===== src/rtl/axi4_aw_beat_gen.sv =====
// rtl/axi4_aw_beat_gen.sv - AXI4 AW beat generator, optional one-entry AW buffer via AXI4_AW_BEAT_GEN_INBUF_EN
module axi4_aw_beat_gen #(
    parameter int ADDR_WIDTH = 32,
    parameter int ID_WIDTH   = 4,
    parameter int DATA_WIDTH = 32
) (
    input  logic                  aclk,
    input  logic                  aresetn,
    input  logic                  aw_valid,
    output logic                  aw_ready,
    input  logic [ID_WIDTH-1:0]   aw_id,
    input  logic [ADDR_WIDTH-1:0] aw_addr,
    input  logic [7:0]            aw_len,
    input  logic [1:0]            aw_burst,
    input  logic                  aw_lock,
    input  logic [2:0]            aw_prot,
    output logic                  beat_valid,
    input  logic                  beat_ready,
    output logic [ADDR_WIDTH-1:0] beat_addr,
    output logic [ID_WIDTH-1:0]   beat_id,
    output logic                  beat_lock,
    output logic [2:0]            beat_prot,
    output logic [7:0]            beat_idx,
    output logic                  beat_last,
    output logic                  burst_err
);

    localparam int BYTES = DATA_WIDTH / 8;
    localparam int OFFS  = $clog2(BYTES);
    localparam logic [ADDR_WIDTH-1:0] OFFS_MASK = ADDR_WIDTH'(BYTES - 1);
    localparam logic [ADDR_WIDTH-1:0] STEP      = ADDR_WIDTH'(BYTES);

    localparam logic [1:0] BURST_FIXED = 2'b00;
    localparam logic [1:0] BURST_INCR  = 2'b01;
    localparam logic [1:0] BURST_WRAP  = 2'b10;

    typedef enum logic {S_IDLE, S_BURST} state_t;

    // burst field holds the effective type: illegal bursts are stored as INCR
    typedef struct packed {
        logic [ADDR_WIDTH-1:0] addr;
        logic [7:0]            len;
        logic [1:0]            burst;
        logic [ID_WIDTH-1:0]   id;
        logic                  lock;
        logic [2:0]            prot;
    } aw_req_t;

    function automatic logic is_illegal(input logic [1:0] burst, input logic [7:0] len);
        logic wrap_len_ok;
        wrap_len_ok = (len == 8'd1) || (len == 8'd3) || (len == 8'd7) || (len == 8'd15);
        return (burst == 2'b11) || ((burst == BURST_WRAP) && !wrap_len_ok);
    endfunction

    state_t                state_q, state_d;
    aw_req_t               cur_q;
    aw_req_t               aw_in;
    logic [7:0]            idx_q;
    logic                  err_q;
    logic                  rdy_en_q;
    logic                  ready_int;
    logic                  aw_hs;
    logic                  beat_hs;
    logic                  burst_done;
    logic                  load_new;
    logic                  load_pend;
    logic [ADDR_WIDTH-1:0] aligned;
    logic [ADDR_WIDTH-1:0] wrap_mask;
    logic [ADDR_WIDTH-1:0] next_addr;

    assign aw_hs      = aw_valid && aw_ready;
    assign beat_hs    = beat_valid && beat_ready;
    assign burst_done = beat_hs && beat_last;

    // Capture of the incoming AW with its burst type already legalised
    always_comb begin
        aw_in       = '0;
        aw_in.addr  = aw_addr;
        aw_in.len   = aw_len;
        aw_in.burst = is_illegal(aw_burst, aw_len) ? BURST_INCR : aw_burst;
        aw_in.id    = aw_id;
        aw_in.lock  = aw_lock;
        aw_in.prot  = aw_prot;
    end

`ifdef AXI4_AW_BEAT_GEN_INBUF_EN
    logic    pend_q;
    aw_req_t pend_req_q;

    // With a pending slot, an AW goes straight to the burst only when the
    // generator is idle or is finishing with nothing already queued.
    assign ready_int = !pend_q;
    assign load_new  = aw_hs && ((state_q == S_IDLE) || (burst_done && !pend_q));
    assign load_pend = burst_done && pend_q;

    // One-entry pending AW register, filled mid-burst and drained at burst end
    always_ff @(posedge aclk or negedge aresetn) begin
        if (!aresetn) begin
            pend_q     <= 1'b0;
            pend_req_q <= '0;
        end else if (aw_hs && (state_q == S_BURST) && !burst_done) begin
            pend_q     <= 1'b1;
            pend_req_q <= aw_in;
        end else if (load_pend) begin
            pend_q     <= 1'b0;
        end
    end
`else
    assign ready_int = (state_q == S_IDLE);
    assign load_new  = aw_hs;
    assign load_pend = 1'b0;
`endif

    // Address of the beat after the current one, by burst type
    always_comb begin
        aligned   = cur_q.addr & ~OFFS_MASK;
        wrap_mask = ((ADDR_WIDTH'(cur_q.len) + ADDR_WIDTH'(1)) << OFFS) - ADDR_WIDTH'(1);
        next_addr = aligned + STEP;
        case (cur_q.burst)
            BURST_FIXED: next_addr = cur_q.addr;
            BURST_WRAP:  next_addr = (cur_q.addr & ~wrap_mask) | ((aligned + STEP) & wrap_mask);
            default:     next_addr = aligned + STEP;
        endcase
    end

    // State register
    always_ff @(posedge aclk or negedge aresetn) begin
        if (!aresetn) begin
            state_q <= S_IDLE;
        end else begin
            state_q <= state_d;
        end
    end

    // Next-state: a finishing burst chains straight into another if one is loaded
    always_comb begin
        state_d = state_q;
        case (state_q)
            S_IDLE:  if (aw_hs) state_d = S_BURST;
            S_BURST: if (burst_done) state_d = (load_new || load_pend) ? S_BURST : S_IDLE;
            default: state_d = S_IDLE;
        endcase
    end

    // Burst context, beat counter, error pulse and post-reset ready enable
    always_ff @(posedge aclk or negedge aresetn) begin
        if (!aresetn) begin
            cur_q    <= '0;
            idx_q    <= 8'd0;
            err_q    <= 1'b0;
            rdy_en_q <= 1'b0;
        end else begin
            rdy_en_q <= 1'b1;
            err_q    <= aw_hs && is_illegal(aw_burst, aw_len);
            if (load_new) begin
                cur_q <= aw_in;
                idx_q <= 8'd0;
`ifdef AXI4_AW_BEAT_GEN_INBUF_EN
            end else if (load_pend) begin
                cur_q <= pend_req_q;
                idx_q <= 8'd0;
`endif
            end else if (beat_hs) begin
                if (beat_last) begin
                    idx_q <= 8'd0;
                end else begin
                    cur_q.addr <= next_addr;
                    idx_q      <= idx_q + 8'd1;
                end
            end
        end
    end

    // Outputs decoded from state and registered context
    always_comb begin
        aw_ready   = rdy_en_q && ready_int;
        beat_valid = (state_q == S_BURST);
        beat_addr  = cur_q.addr;
        beat_id    = cur_q.id;
        beat_lock  = cur_q.lock;
        beat_prot  = cur_q.prot;
        beat_idx   = idx_q;
        beat_last  = (idx_q == cur_q.len);
        burst_err  = err_q;
    end

endmodule

===== config.mk =====
export PLATFORM = sky130hd
export DESIGN_NAME = axi4_aw_beat_gen
export DESIGN_NICKNAME = d
export VERILOG_FILES = /design/src/rtl/axi4_aw_beat_gen.sv
export SDC_FILE = /design/constraint.sdc
export NUM_CORES = 1
export LEC_CHECK = 0
export BUFFER_PORTS_ARGS = -buffer_cell sky130_fd_sc_hd__buf_2
export CORE_MARGIN = 8
export CORE_UTILIZATION = 25
export DETAILED_ROUTE_END_ITERATION = 10
export GPL_TIMING_DRIVEN = 0
export PLACE_DENSITY_LB_ADDON = 0.25
export SLEW_MARGIN = 10
export SYNTH_ARGS = -nofsm -noshare
export SYNTH_HDL_FRONTEND = slang
export SYNTH_SLANG_ARGS = --single-unit

===== constraint.sdc =====
create_clock -name aclk -period 2.8 [get_ports aclk]
set_input_delay 0.28 -clock aclk [delete_from_list [all_inputs] [get_ports aclk]]
set_output_delay 0.28 -clock aclk [all_outputs]
set_load 0.005 [all_outputs]

==> results of run 1 <==
-- final cells by class --
type                       instances  area share
clock buffer                      11     0.04683
timing repair buffer             115      0.1214
multi-input combinational        324      0.3831
buffer                            65     0.08496
sequential                        61      0.2947
tap                              216     0.05214
clock inverter                     4     0.01400
inverter                           4    0.002896
-- kinds of logic after synthesis --
kind of cell,share of synthesized area
muxes,0.03237
and+or+nand+nor,0.2558
buffers and inverters,0.1165
xor gates and xnor gates,0.04887
DFF,0.3872
adders and majority gates,0.009522
other,0.0009512
AOI/OAI and AO/OA,0.1488
-- repair_timing --
action	4_1_cts	5_1_grt
endpoints found under the hold margin	12	0
pin swaps	5	4
setup endpoints to repair	21	19
setup buffers	6	2
hold buffers	1	0
resized for setup	13	4
-- per-stage QoR --
| step | cell area (µm²) | worst slack, ps | std cells |
|---|---|---|---|
| floorplan | 3943 | 28.59 | 456 |
| global placement | 4738 | -495.7 | 777 |
| detailed placement | 4768 | -537.8 | 778 |
| CTS | 5176 | 15.83 | 800 |
| global route | 5184 | -1.097 | 800 |
| finish | 5184 | 91.65 | 800 |
-- worst min-delay path, delay by kind of cell --
| family | cells | cell delay, ps |
|---|---|---|
| buffers and inverters | 1 | 70 |
| AND/OR/NAND/NOR | 2 | 80 |
-- path summary, 6_finish.rpt --
kind	slack, ps	endpoint	from
setup reg to reg	90	flop	cur_q[10]
min in group asynchronous	350	asynchronous set/reset pin	aresetn
hold / removal	140	beat_addr[0]	aw_addr[0]
max in group asynchronous	1910	cur_q[11]	aresetn
hold reg to reg	470	beat_prot[1]	beat_prot[1]
setup / recovery	90	flop	cur_q[10]
-- cells in the mapped netlist, drive strengths merged, types with 2 or more instances --
master	instances	area (µm²)
and2	3	18.77
o31ai	2	15.01
nand3b	6	45.04
nor2	27	101.4
and3	12	80.08
ha	3	37.54
nor3b	5	37.54
nor4	9	71.32
nor2b	6	37.54
a21oi	11	55.05
or3	2	12.51
a31oi	2	12.51
xnor2	9	78.83
nor4b	2	17.52
xor2	13	113.9
mux2i	3	30.03
a21o	4	30.03
a221o	17	170.2
or2	3	18.77
clkbuf	18	68.81
nor3	15	75.07
nand2	89	334.1
nand2b	2	12.51
nand4	5	31.28
a211oi	3	22.52
buf	49	375.3
inv	4	15.01
o41ai	2	32.53
nand3	18	90.09
o311ai	2	17.52
mux2	8	97.59
o21ai	28	140.1
dfrtp	61	1526
-- power groups by stage --
stage / Clock [µW] / Combinational (µW) / Sequential (µW)
floorplan: 0 / 1550 / 1580
global placement: 0 / 2200 / 1680
detailed placement: 0 / 2230 / 1700
CTS: 1240 / 2340 / 1680
global route: 1270 / 2560 / 1770
finish: 1190 / 2290 / 1700
-- layer usage --
metal	vias to the layer above	part of all wire
li1	1822	-
met5	-	0
met2	98	0.47
met1	1761	0.45
met4	0	0.011
met3	12	0.068
==> flow_summary.json, run 1 <==
{
  "clk_latency_ps": 330,
  "final_common_cell": "buf_2",
  "design.portCount": 106,
  "firstDrtPassIters": 6,
  "fin_nets": 637,
  "critPathMostFrequentCell": "buf_6",
  "mostFrequentLayoutCells": "buf_2, nand2_1, dfrtp_1",
  "cts_max_level": 3,
  "clock_skew_ps": 7.720,
  "tns_ps": 0,
  "crit_chain": "buf_6 > and3_4 > buf_6 > nor4_4 > a221oi_2 > o41a_1 > or2_4 > buf_8 > mux2_4 > a221o_1",
  "post-route-min-period_ps": 2708,
  "coreArea_um2": 15660,
  "synth_async_sr_flop_share": 1.000,
  "cts_buffer_depth": 2,
  "switching_share": 0.3654,
  "synth-edff-count": 0,
  "wire_per_inst_um": 15.34,
  "start_util": 0.2518,
  "finalPower_uw": 5190,
  "required_ps": 3010,
  "grt_use_met3": 0.04200,
  "seqPwrFrac": 0.328,
  "fin_hold_ws_ps": 135.9,
  "worstSetupEndpointType": "flop",
  "antenna_found_initial": 0,
  "synth_area_um2": 3943,
  "clock-root-buffer": "clkbuf_16",
  "crit_cells": 10,
  "cp_num_buf_inv": 3,
  "cellPowerDensity_nw_per_um2": 1001,
  "via_count": 3693,
  "hold_viol": 0,
  "numCtsBuffers": 9,
  "diodes": 0,
  "drc": 0,
  "yosysSeqAreaShare": 0.3872,
  "crit_type": "flop to flop",
  "regArea_um2": 1528,
  "outcome": "finished, final reports clean",
  "syn_to_final_growth_pct": 31.48,
  "slew_violations": 0,
  "use_met2": 0.2099,
  "clk_pin_slew_ps": 50,
  "grt-ovfl-total": 0,
  "max_freq_mhz": 369.2,
  "leakagePower_uw": 0.002475,
  "r2r_cells": 10,
  "routed_wirelength_mm": 12.27,
  "p_clk_frac": 0.230,
  "maxCapViolCount": 0,
  "grt_busiest_layer": "met2",
  "synthDistinctLibCells": 55,
  "syn-num-nets": 513,
  "cts_num_sinks": 61,
  "num_rows": 46,
  "setup_viol": 0,
  "die_area_um2": 20040,
  "fp.dieH_um": 141.6,
  "crit_family": "compound AO/OA/AOI/OAI gates",
  "slowest_delay_ps": 460,
  "p_sw_uw": 1896,
  "peakVddDrop_mv": 0.4630,
  "crit_arrival_ps": 2920,
  "multi_input_area_um2": 1986,
  "grt_max_degree": 50,
  "synth_seq_cells": 61,
  "min_path_cells": 3,
  "slew_headroom": 0.6175,
  "crit_fanout": 10,
  "synth_area_per_cell_um2": 8.646,
  "hpwl_mm": 9.398,
  "grt_pass1_wl_mm": 19.99,
  "nFillCells": 1720,
  "io_buffers": 105,
  "cp_slowest_cell": "o41a_1",
  "fin_crit_sh": 0.9673,
  "drive_gt1_frac": 0.3425,
  "comb_power_share": 0.442,
  "ant_nets": 0,
  "cts_tree": "yes",
  "grt_pass1_vias": 3876,
  "internal_power_uw": 3294,
  "synth_warnings": 0,
  "hold_path_class": "input pin to flop",
  "tightest_slew_ps": 559.2,
  "track_usage": 0.1259,
  "viasPerCell": 4.616,
  "synthFlopType": "dfrtp_1",
  "startpoint_type": "flop",
  "fp.dieW_um": 141.6,
  "finalCoreUtilization": 0.3311,
  "gp_congestion": 0.8386,
  "drt_iter0_drc": 247,
  "synthCells": 456,
  "grt_use_met1": 0.1517
}
Note: power is estimated with default switching activity, not from simulation.
==> run 2, diff against run 1 <==
Settings changed: CORE_MARGIN 8 to 2.
==> run 2 against run 1 <==
- the flow now finishes with violations (setup timing)
- fmax shrank 3.7%
- clock skew shrank 3.0 ps
- via count grew 0.27%
- hold slack lost 2.6 ps
==> flow_summary.json, run 2 (synthesized netlist as in run 1, its figures left out) <==
{
  "antenna_found_initial": 0,
  "post-place-cells": 773,
  "num_rows": 45,
  "routed_wirelength_mm": 11.78,
  "mostFrequentLayoutCells": "buf_2, nand2_1, dfrtp_1",
  "gp_congestion": 0.7917,
  "final_cells": 799,
  "hpwl_mm": 8.640,
  "setup_viol": 2,
  "firstDrtPassIters": 4,
  "worstSetupEndpointType": "flop",
  "grt-ovfl-total": 0,
  "hold_path_class": "input pin to flop",
  "rsz0062_at_grt": "yes",
  "leakagePower_uw": 0.002503,
  "io_buffers": 105,
  "syn_to_final_growth_pct": 32.85,
  "cts_num_sinks": 61,
  "slew_headroom": 0.6234,
  "clk_latency_ps": 340,
  "cellPowerDensity_nw_per_um2": 988.4,
  "violations": "setup timing",
  "pre_cts_ws_ps": -518.6,
  "tightest_slew_ps": 550.7,
  "maxCapViolCount": 0,
  "drc": 0,
  "fin_nets": 640,
  "fin_ws_ps": -12.44,
  "peakVddDrop_mv": 0.3675,
  "via_count": 3703,
  "drt_iter0_drc": 168,
  "grt_max_degree": 50,
  "max_freq_mhz": 355.6,
  "wire_per_inst_um": 14.74,
  "final_common_cell": "buf_2",
  "post-route-min-period_ps": 2812,
  "cts_buffer_depth": 2,
  "stdcell_area_um2": 5238,
  "required_ps": 3020,
  "diodes": 0,
  "numCtsBuffers": 9,
  "ant_nets": 0,
  "cts_tree": "yes",
  "start_util": 0.2574,
  "slew_violations": 0,
  "startpoint_type": "flop",
  "tns_ps": -24.23,
  "fp.dieH_um": 129.6,
  "grt_pass1_vias": 3618,
  "design.portCount": 106,
  "place_area_um2": 4762,
  "hold_viol": 0,
  "coreArea_um2": 15310,
  "crit_type": "flop to flop",
  "die_area_um2": 16790,
  "track_usage": 0.1427,
  "clock_skew_ps": 4.689,
  "grt_pass1_wl_mm": 18.73,
  "fin_crit_sh": 1.004,
  "drive_gt1_frac": 0.3537,
  "cts_max_level": 3,
  "clock-root-buffer": "clkbuf_16",
  "viasPerCell": 4.635,
  "crit_fanout": 6,
  "clk_pin_slew_ps": 60,
  "outcome": "finished, violations left",
  "fp.dieW_um": 129.6,
  "crit_arrival_ps": 3030
}
[run 2: final cells by class]
cell class                 instances  area [µm²]
multi-input combinational        324        2013
clock buffer                      10       239.0
tap                              211       264.0
fill                            1659       10080
buffer                            66       454.2
sequential                        61        1528
inverter                           4       15.01
timing repair buffer             117       661.9
clock inverter                     6       62.56
[run 2: worst max-delay path: stages (launching register included)]
cell and delay, ps:
dfrtp_1 370, buf_6 110, ha_4 160, nand2_4 60, nor2_4 140, mux2_4 310
o41a_1 440, or2_1 250, buf_6 140, buf_8 130, mux2_4 280, a221o_1 280
[run 2: worst paths after layout]
path                            slack, ps  startpoint  cells past startpoint                    endpoint
worst min-delay path                  130     aw_lock                      3                   beat_lock
worst min register to register        480  beat_id[1]                      2                  beat_id[1]
worst max-delay path                  -10   cur_q[10]                     11                        flop
max in group asynchronous            1930     aresetn                      3                   cur_q[11]
min in group asynchronous             340     aresetn                      2  asynchronous set/reset pin
worst max register to register        -10   cur_q[10]                     11                        flop
[run 2: per-stage QoR]
stage | util | power [µW] | hold slack, ps
global placement | 0.3090 | 3850 | 460.7
global route | 0.3420 | 5586 | 131.5
finish | 0.3420 | 5177 | 133.2
floorplan | - | 3123 | -15.59
CTS | 0.3328 | 5091 | 125.8
detailed placement | 0.3109 | 3896 | 150.5
[run 2: what timing repair did]
action	4_1_cts	5_1_grt
hold buffers	1	0
pin swaps	0	7
gates cloned	0	1
resized for setup	8	18
setup endpoints to repair	21	16
endpoints found under the hold margin	12	0
buffers inserted	0	9
[run 2: layer usage]
| layer | wire length, µm | GRT usage | up-vias |
|---|---|---|---|
| li1 | - | - | 1827 |
| met1 | 5235 | 0.1833 | 1770 |
| met2 | 5756 | 0.2421 | 99 |
| met3 | 712 | 0.03675 | 7 |
| met4 | 72 | 0.03099 | 0 |
| met5 | 0 | 0 | - |
[run 2: report_power, final]
group	internal (µW)	switching [µW]	leakage (µW)	total (µW)
clock network	710	433	0.000140	1140
registers	1250	456	0.000774	1710
logic	1280	1050	0.00159	2330
total	3240	1940	0.00250	5180
